[config.mk]
export PLATFORM = sky130hd
export DESIGN_NAME = cia_timer_a_flat
export DESIGN_NICKNAME = d
export VERILOG_FILES = /design/src/rtl/cia_timer_a_if.sv /design/src/rtl/cia_timer_a.sv /design/src/flat_wrapper.sv
export SDC_FILE = /design/constraint.sdc
export NUM_CORES = 1
export LEC_CHECK = 0
export ABC_AREA = 0
export BUFFER_PORTS_ARGS = -buffer_cell sky130_fd_sc_hd__buf_2
export CAP_MARGIN = 10
export CORE_ASPECT_RATIO = 2
export CORE_MARGIN = 3
export CORE_UTILIZATION = 52
export DETAILED_ROUTE_END_ITERATION = 8
export PLACE_DENSITY = 0.71
export SETUP_SLACK_MARGIN = 0.2
export SYNTH_ARGS = -nofsm -noshare
export SYNTH_HDL_FRONTEND = slang
export SYNTH_SLANG_ARGS = --single-unit
[constraint.sdc]
create_clock -name clk -period 2.1 [get_ports clk]
set_clock_uncertainty 0.1 [all_clocks]
set_input_delay 0.105 -clock clk [delete_from_list [all_inputs] [get_ports clk]]
set_output_delay 0.105 -clock clk [all_outputs]
set_load 0.02 [all_outputs]
[src/rtl/cia_timer_a_if.sv]
// CIA timer A register bus: write strobe, register selects, write/read data.
// Latency: writes take effect on the next clk7_en-qualified clk edge; reads are combinational.
// Backpressure: none; the bus is always ready and every access completes in one enabled cycle.
interface cia_timer_a_if;
    logic       wr;        // 1 = write, 0 = read
    logic       tlo;       // timer low byte select
    logic       thi;       // timer high byte select
    logic       tcr;       // control register select
    logic [7:0] data_in;   // write data
    logic [7:0] data_out;  // read data

    modport master (
        output wr, tlo, thi, tcr, data_in,
        input  data_out
    );

    modport slave (
        input  wr, tlo, thi, tcr, data_in,
        output data_out
    );
endinterface

[src/rtl/cia_timer_a.sv]
// CIA timer A: 16-bit reloadable down counter with latch, control register and underflow pulse.
// Latency: register writes and counting land on the next clk7_en edge; tmr_ovf rises one enabled cycle after underflow.
// Backpressure: none; bus accesses always complete, reads are combinational and side-effect free.
//
// Ports: clk / reset_n (async active-low), clk7_en (global clock enable), eclk (count tick),
//        bus (register access, slave side), tmr_ovf (underflow pulse), spmode (CR bit 6).
module cia_timer_a (
    input  logic          clk,
    input  logic          reset_n,
    input  logic          clk7_en,
    input  logic          eclk,
    cia_timer_a_if.slave  bus,
    output logic          tmr_ovf,
    output logic          spmode
);

    logic [15:0] latch;
    logic [15:0] counter;
    logic        start;
    logic        runmode;
    logic        inmode;
    logic        spmode_bit;

    logic [15:0] latch_nxt;
    logic [15:0] counter_nxt;
    logic        start_nxt;

    logic wr_en;
    logic wr_tlo;
    logic wr_thi;
    logic wr_tcr;
    logic tick;
    logic underflow;
    logic force_load;

    assign wr_en      = clk7_en & bus.wr;
    assign wr_tlo     = wr_en & bus.tlo;
    assign wr_thi     = wr_en & bus.thi;
    assign wr_tcr     = wr_en & bus.tcr;
    assign tick       = clk7_en & eclk & start;
    assign underflow  = tick & (counter == 16'h0000);
    // CR bit 4 is a strobe: it acts on the counter and is never stored.
    assign force_load = wr_tcr & bus.data_in[4];

    // Latch is resolved first so a reload in the same cycle as a high-byte
    // write picks up the freshly written byte.
    always_comb begin
        latch_nxt = latch;
        if (wr_tlo) latch_nxt[7:0]  = bus.data_in;
        if (wr_thi) latch_nxt[15:8] = bus.data_in;
    end

    // Reload (underflow or forced) has priority over decrement, so 0000
    // never wraps to FFFF. A stopped timer follows high-byte writes directly.
    always_comb begin
        counter_nxt = counter;
        if (underflow || force_load)
            counter_nxt = latch_nxt;
        else if (wr_thi && !start)
            counter_nxt = latch_nxt;
        else if (tick)
            counter_nxt = counter - 16'd1;
    end

    // A control write overrides the one-shot clear from a coincident underflow.
    always_comb begin
        start_nxt = start;
        if (underflow && runmode)
            start_nxt = 1'b0;
        if (wr_thi && !start && runmode)
            start_nxt = 1'b1;
        if (wr_tcr)
            start_nxt = bus.data_in[0];
    end

    always_ff @(posedge clk or negedge reset_n) begin
        if (!reset_n) begin
            latch      <= 16'hFFFF;
            counter    <= 16'hFFFF;
            start      <= 1'b0;
            runmode    <= 1'b0;
            inmode     <= 1'b0;
            spmode_bit <= 1'b0;
            tmr_ovf    <= 1'b0;
        end else if (clk7_en) begin
            latch   <= latch_nxt;
            counter <= counter_nxt;
            start   <= start_nxt;
            tmr_ovf <= underflow;
            if (wr_tcr) begin
                runmode    <= bus.data_in[3];
                inmode     <= bus.data_in[5];
                spmode_bit <= bus.data_in[6];
            end
        end
    end

    always_comb begin
        bus.data_out = 8'h00;
        if (!bus.wr) begin
            if (bus.tlo)
                bus.data_out = counter[7:0];
            else if (bus.thi)
                bus.data_out = counter[15:8];
            else if (bus.tcr)
                bus.data_out = {1'b0, spmode_bit, inmode, 1'b0, runmode, 2'b00, start};
        end
    end

    assign spmode = spmode_bit;

endmodule

[src/flat_wrapper.sv]
// flat-port wrapper written by rule: the top's interface ports become plain ports
module cia_timer_a_flat 
  (clk, reset_n, clk7_en, eclk, tmr_ovf, spmode, bus_wr, bus_tlo, bus_thi, bus_tcr, bus_data_in, bus_data_out);
  cia_timer_a_if bus_i ();
  input  logic clk;
  input  logic reset_n;
  input  logic clk7_en;
  input  logic eclk;
  output logic tmr_ovf;
  output logic spmode;
  input wire logic [$bits(bus_i.wr)-1:0] bus_wr;
  input wire logic [$bits(bus_i.tlo)-1:0] bus_tlo;
  input wire logic [$bits(bus_i.thi)-1:0] bus_thi;
  input wire logic [$bits(bus_i.tcr)-1:0] bus_tcr;
  input wire logic [$bits(bus_i.data_in)-1:0] bus_data_in;
  output wire logic [$bits(bus_i.data_out)-1:0] bus_data_out;
  assign bus_i.wr = bus_wr;
  assign bus_i.tlo = bus_tlo;
  assign bus_i.thi = bus_thi;
  assign bus_i.tcr = bus_tcr;
  assign bus_i.data_in = bus_data_in;
  assign bus_data_out = bus_i.data_out;
  cia_timer_a u_core (.clk(clk), .reset_n(reset_n), .clk7_en(clk7_en), .eclk(eclk), .bus(bus_i), .tmr_ovf(tmr_ovf), .spmode(spmode));
endmodule
# After elaboration in Yosys (flattened, before gate mapping)
# Cells that the tools add are included.
# W data, S select, Z words.
[totals]
reg_bits = 37
latchBits = 0
mem_bits_rw = 0
rom_bits = 0
input_bits = 16
out_inout_bits = 10
word_cells = 39
n_memories = 0
[classes]
n_addsub = 1
multipliers = 0
div_mod_pow = 0
magnitude_cmp = 0
n_eq_ne = 0
n_shift = 0
mux = 12
bitwise = 8
reduce_logical = 11
[ops]
columns = ["cell", "n"]
rows = [
  ["$mux W16", 3],
  ["$mux W8", 5],
  ["$logic_not A16 Y1", 1],
  ["$sub A16 B1 Y16 const B", 1],
  ["$and A1 B1 Y1", 8],
  ["$mux W7", 1],
  ["$reduce_and A2 Y1", 3],
  ["$reduce_bool A3 Y1", 2],
  ["$logic_and A1 B1 Y1", 3],
  ["$mux W1", 3],
  ["$logic_not A1 Y1", 1],
  ["$logic_or A1 B1 Y1", 1],
]

# Logic depth before layout (Yosys ltp)
[logic_depth]
word_depth = 7
depth_mapped = 8
mapped_depth_nobuf = 7

# Least setup slack after synthesis
# No wires, ideal clock.
[synth_path]
kind = "register to register"
startpoint = "register u_core.start"
endpoint = "register u_core.counter[15]"
t_arrival_ns = 1.911
t_required_ns = 1.918
slack_ns = 0.006
stages_incl_launch_ff = 9
n_path_buf = 3
period_less_slack_ns = 2.094
cell_sequence = "dfrtp_1 > buf_2 > and3_1 > clkbuf_1 > and4b_1 > and2_1 > nor3_1 > buf_6 > mux2_4"
[synth_between]
elab_chain_len = 5
[synth_rtl]
columns = ["item", "line_no", "text"]
rows = [
  ["start: declaration", "cia_timer_a.sv:19", "logic start;"],
  ["start signal: assignment", "cia_timer_a.sv:88", "start <= start_nxt;"],
  ["$and A1 B1 Y1", "cia_timer_a.sv:40", "assign tick = clk7_en & eclk & start;"],
  ["$and A1 B1 Y1", "cia_timer_a.sv:41", "assign underflow = tick & (counter == 16'h0000);"],
  ["$logic_or A1 B1 Y1", "cia_timer_a.sv:57", "if (underflow || force_load)"],
  ["$reduce_bool A3 Y1 (no line)", "-", ""],
  ["$reduce_and A2 Y1 (no line)", "-", ""],
  ["end signal: assignment", "cia_timer_a.sv:87", "counter <= counter_nxt;"],
  ["end: declaration", "cia_timer_a.sv:18", "logic [15:0] counter;"],
]
# Several ways; a longest one is shown, not always the timed one.
# A chain may end at the register's enable or synchronous reset.

# Final worst setup path
[layout_path]
startpoint = "register u_core.counter[10]"
endpoint = "register u_core.counter[8]"
[layout_between]
elab_chain_len = 5
[layout_rtl]
columns = ["item", "line_no"]
rows = [
  ["$logic_not A16 Y1 (*)", "cia_timer_a.sv:41"],
  ["$and A1 B1 Y1 (*)", "cia_timer_a.sv:41"],
  ["$logic_or A1 B1 Y1 (*)", "cia_timer_a.sv:57"],
  ["$reduce_bool A3 Y1 (no line)", "-"],
  ["$reduce_and A2 Y1 (no line)", "-"],
]
# Every way passes the cells marked *; elsewhere a longest branch is shown, timed or not.

==> metrics.yaml <==
run_status:
  outcome: "finished, violations left"
  violations: "setup timing"
detailed_routing:
  wl_um: 5670
  ant_nets: 0
  wl_met1_um: 2070
  drt_pass1_iterations: 4
  via_count: 1671
  first_iter_violations: 66
  wl_met2_um: 3030
  wl_per_cell_um: 19.8
  vias_per_cell: 5.82
  wl_met3_um: 262
  drc: 0
  dr.max_layer_used: "met4"
yosys:
  syn_avg_cell_area_um2: 11.4
  synth_top_area_share: 0.400
  yosys_most_used_dff: "dfstp_2"
  yosys.area.top_type: "dfstp_2"
  synth_cell_types: 42
  syn-num-nets: 202
  yosys-top-cells-area: "dfstp_2 40%, mux2_2 12%, mux2_4 6.4%"
  synth_cells: 184
  yosys_warnings: 0
  ys_ff_latch: 37
  async_flop_share: 1.00
  synth_edf_count: 0
  syn_area_um2: 2100
  seq_area_frac_synth: 0.459
cts:
  cts.path.max_buffers: 2
  cts_max_level: 2
  root_buffer: "clkbuf_8"
  cts_buffers: 5
  path_clk_slew_ps: 70
  numClockSinks: 37
  clkLatencyLatePin_ps: 290
  cts_tree: "built"
critical_path:
  crit_slowest_cell: "or4_4"
  worstSetupPathType: "register to register"
  cp-start-kind: "register"
  required_ps: 2220
  crit_family: "simple AND/OR/NAND/NOR gates"
  cp.depth: 6
  arrival_ps: 2260
  end_kind: "register"
  max_stage_delay_ps: 560
  cp_num_buf_inv: 1
  regToRegStartpoint: "u_core.counter[10]"
  worstPathMaxFanout: 5
  crit_start: "u_core.counter[10]"
  path_cells: "or4_4 > nor4_4 > and2_4 > nor3_4 > buf_12 > mux2_4"
  reg2reg_depth: 6
power:
  cellLeakagePower_uw: 0.00120
  powerDensity_nw_per_um2: 1190
  power.total_uw: 3250
  vdd_ir_drop_max_mv: 0.752
timing:
  setup_ws_ps: -45.5
  max_slew_margin: 0.454
  finalHoldViolCount: 0
  maxSlewViolCount: 0
  fin_crit_sh: 1.02
  setup_viol: 12
  rsz0062_at_grt: "yes"
  worst_slew_pin_slew_ps: 819
  finalCriticalPeriod_ps: 2150
  finalSetupTns_ps: -331
  fmax_mhz: 466
finish:
  nets: 253
  finalCoreUtilization: 0.703
  layout_common_cells: "32 x dfstp_2, 25 x buf_2, 23 x buf_4"
  n_antenna_cell: 0
  final_common_cell: "dfstp_2"
  fillCellCount: 313
  area_growth_pct: 29.9
  instances_no_fill: 287
  drive_above_1_share: 0.606
floorplanning:
  core-area_um2: 3880
  die_area_um2: 4890
  die_w_um: 51.0
  rows: 32
  start_util: 0.542
  ios: 26
  fp.dieH_um: 95.9
global_route:
  track_usage: 0.261
  antenna_found_initial: 0
  grt_max_degree: 38
  first_global_vias: 1854
  gr-total-overflow: 0
  grt_pass1_wl_um: 9310
worst_hold_path:
  worstHoldPathType: "input pin to register"
  hold_start: "bus_data_in[6]"
  min_path_cells: 2
placement:
  gp_congestion: 0.949
  dp_hpwl_um: 4060
  pre_cts_ws_ps: -105
  port_buffers: 25
  placed_cells: 274
job:
  drv_cap: 0
==> state kept, by name (all words and copies together), names as in the netlist <==
| name | count |
|---|---|
| u_core.counter | 16 |
| u_core.latch | 16 |
| u_core.inmode | 1 |
| u_core.runmode | 1 |
| u_core.spmode | 1 |
| u_core.start | 1 |
| u_core.tmr_ovf | 1 |
==> layout make-up <==
| class | count | area, um2 | area share |
|---|---|---|---|
| clock inverter | 2 | 35.0 | 0.0128 |
| clock buffer | 6 | 93.8 | 0.0344 |
| inverter | 3 | 13.8 | 0.00504 |
| tap | 51 | 63.8 | 0.0234 |
| sequential | 37 | 966 | 0.354 |
| multi-input combinational | 133 | 1180 | 0.431 |
| timing repair buffer | 55 | 382 | 0.140 |
==> repair_timing <==
action | 4_1_cts | 5_1_grt
hold buffers | 3 | 0
pin swaps | 5 | 0
endpoints found under the hold margin | 9 | 0
resized for setup | 20 | 3
buffers inserted | 2 | 0
endpoints found under the setup margin | 17 | 17
==> worst reg2reg max path, stage by stage, from the launching register on <==
cell and delay, ps:
dfstp_2 370, or4_4 560, nor4_4 290, and2_4 230, nor3_4 60, buf_12 170, mux2_4 300
==> layer usage <==
layer	global-route usage	vias up
met2	0.462	61
li1	-	751
met1	0.279	839
met5	0	-
met4	0.164	0
met3	0.0434	20
==> logic make-up (layout without fill, tap and decap cells) <==
logic type,count (synthesis),count (layout),synth area share
muxes,34,34,0.198
buffers and inverters,14,66,0.0339
DFF,37,37,0.459
adders and majority gates,2,2,0.0119
and+or+nand+nor,61,61,0.166
xor gates and xnor gates,15,15,0.0625
AOI/OAI and AO/OA,21,21,0.0684
==> synthesized netlist by cell type, types with 3 or more instances <==
master    instances
a22oi_1           3
mux2_2           22
mux2_1            3
dfstp_2          32
nor3_1            9
a21oi_1          10
dfrtp_1           5
xnor2_1           9
clkbuf_1          4
nand3_1           5
xor2_1            6
mux2_4            9
inv_1             3
nor2_1           22
nand2_1           7
buf_2             3
==> worst paths after layout <==
| check | end | slack, ps |
|---|---|---|
| hold reg to reg | u_core.tmr_ovf | 400 |
| setup reg to reg | u_core.counter[8] | -50 |
| hold / removal | u_core.spmode | 1 |
| min in group asynchronous | u_core.tmr_ovf | 370 |
| setup / recovery | u_core.counter[8] | -50 |
| max in group asynchronous | u_core.runmode | 1030 |
==> stage by stage <==
| stage | hold WS, ps | instance area, um2 |
|---|---|---|
| after floorplan | -291 | 2120 |
| after global placement | 118 | 2440 |
| after detailed placement | 141 | 2440 |
| after CTS | 0.548 | 2710 |
| after global routing | 1.60 | 2730 |
| final | 1.45 | 2730 |
==> report_power, final <==
part / internal, uW / switching [uW] / total, uW
Clock: 424 / 260 / 684
Combinational: 693 / 581 / 1270
Sequential: 1080 / 212 / 1290
Total: 2200 / 1050 / 3250
Power figures use the tool's default switching activity.
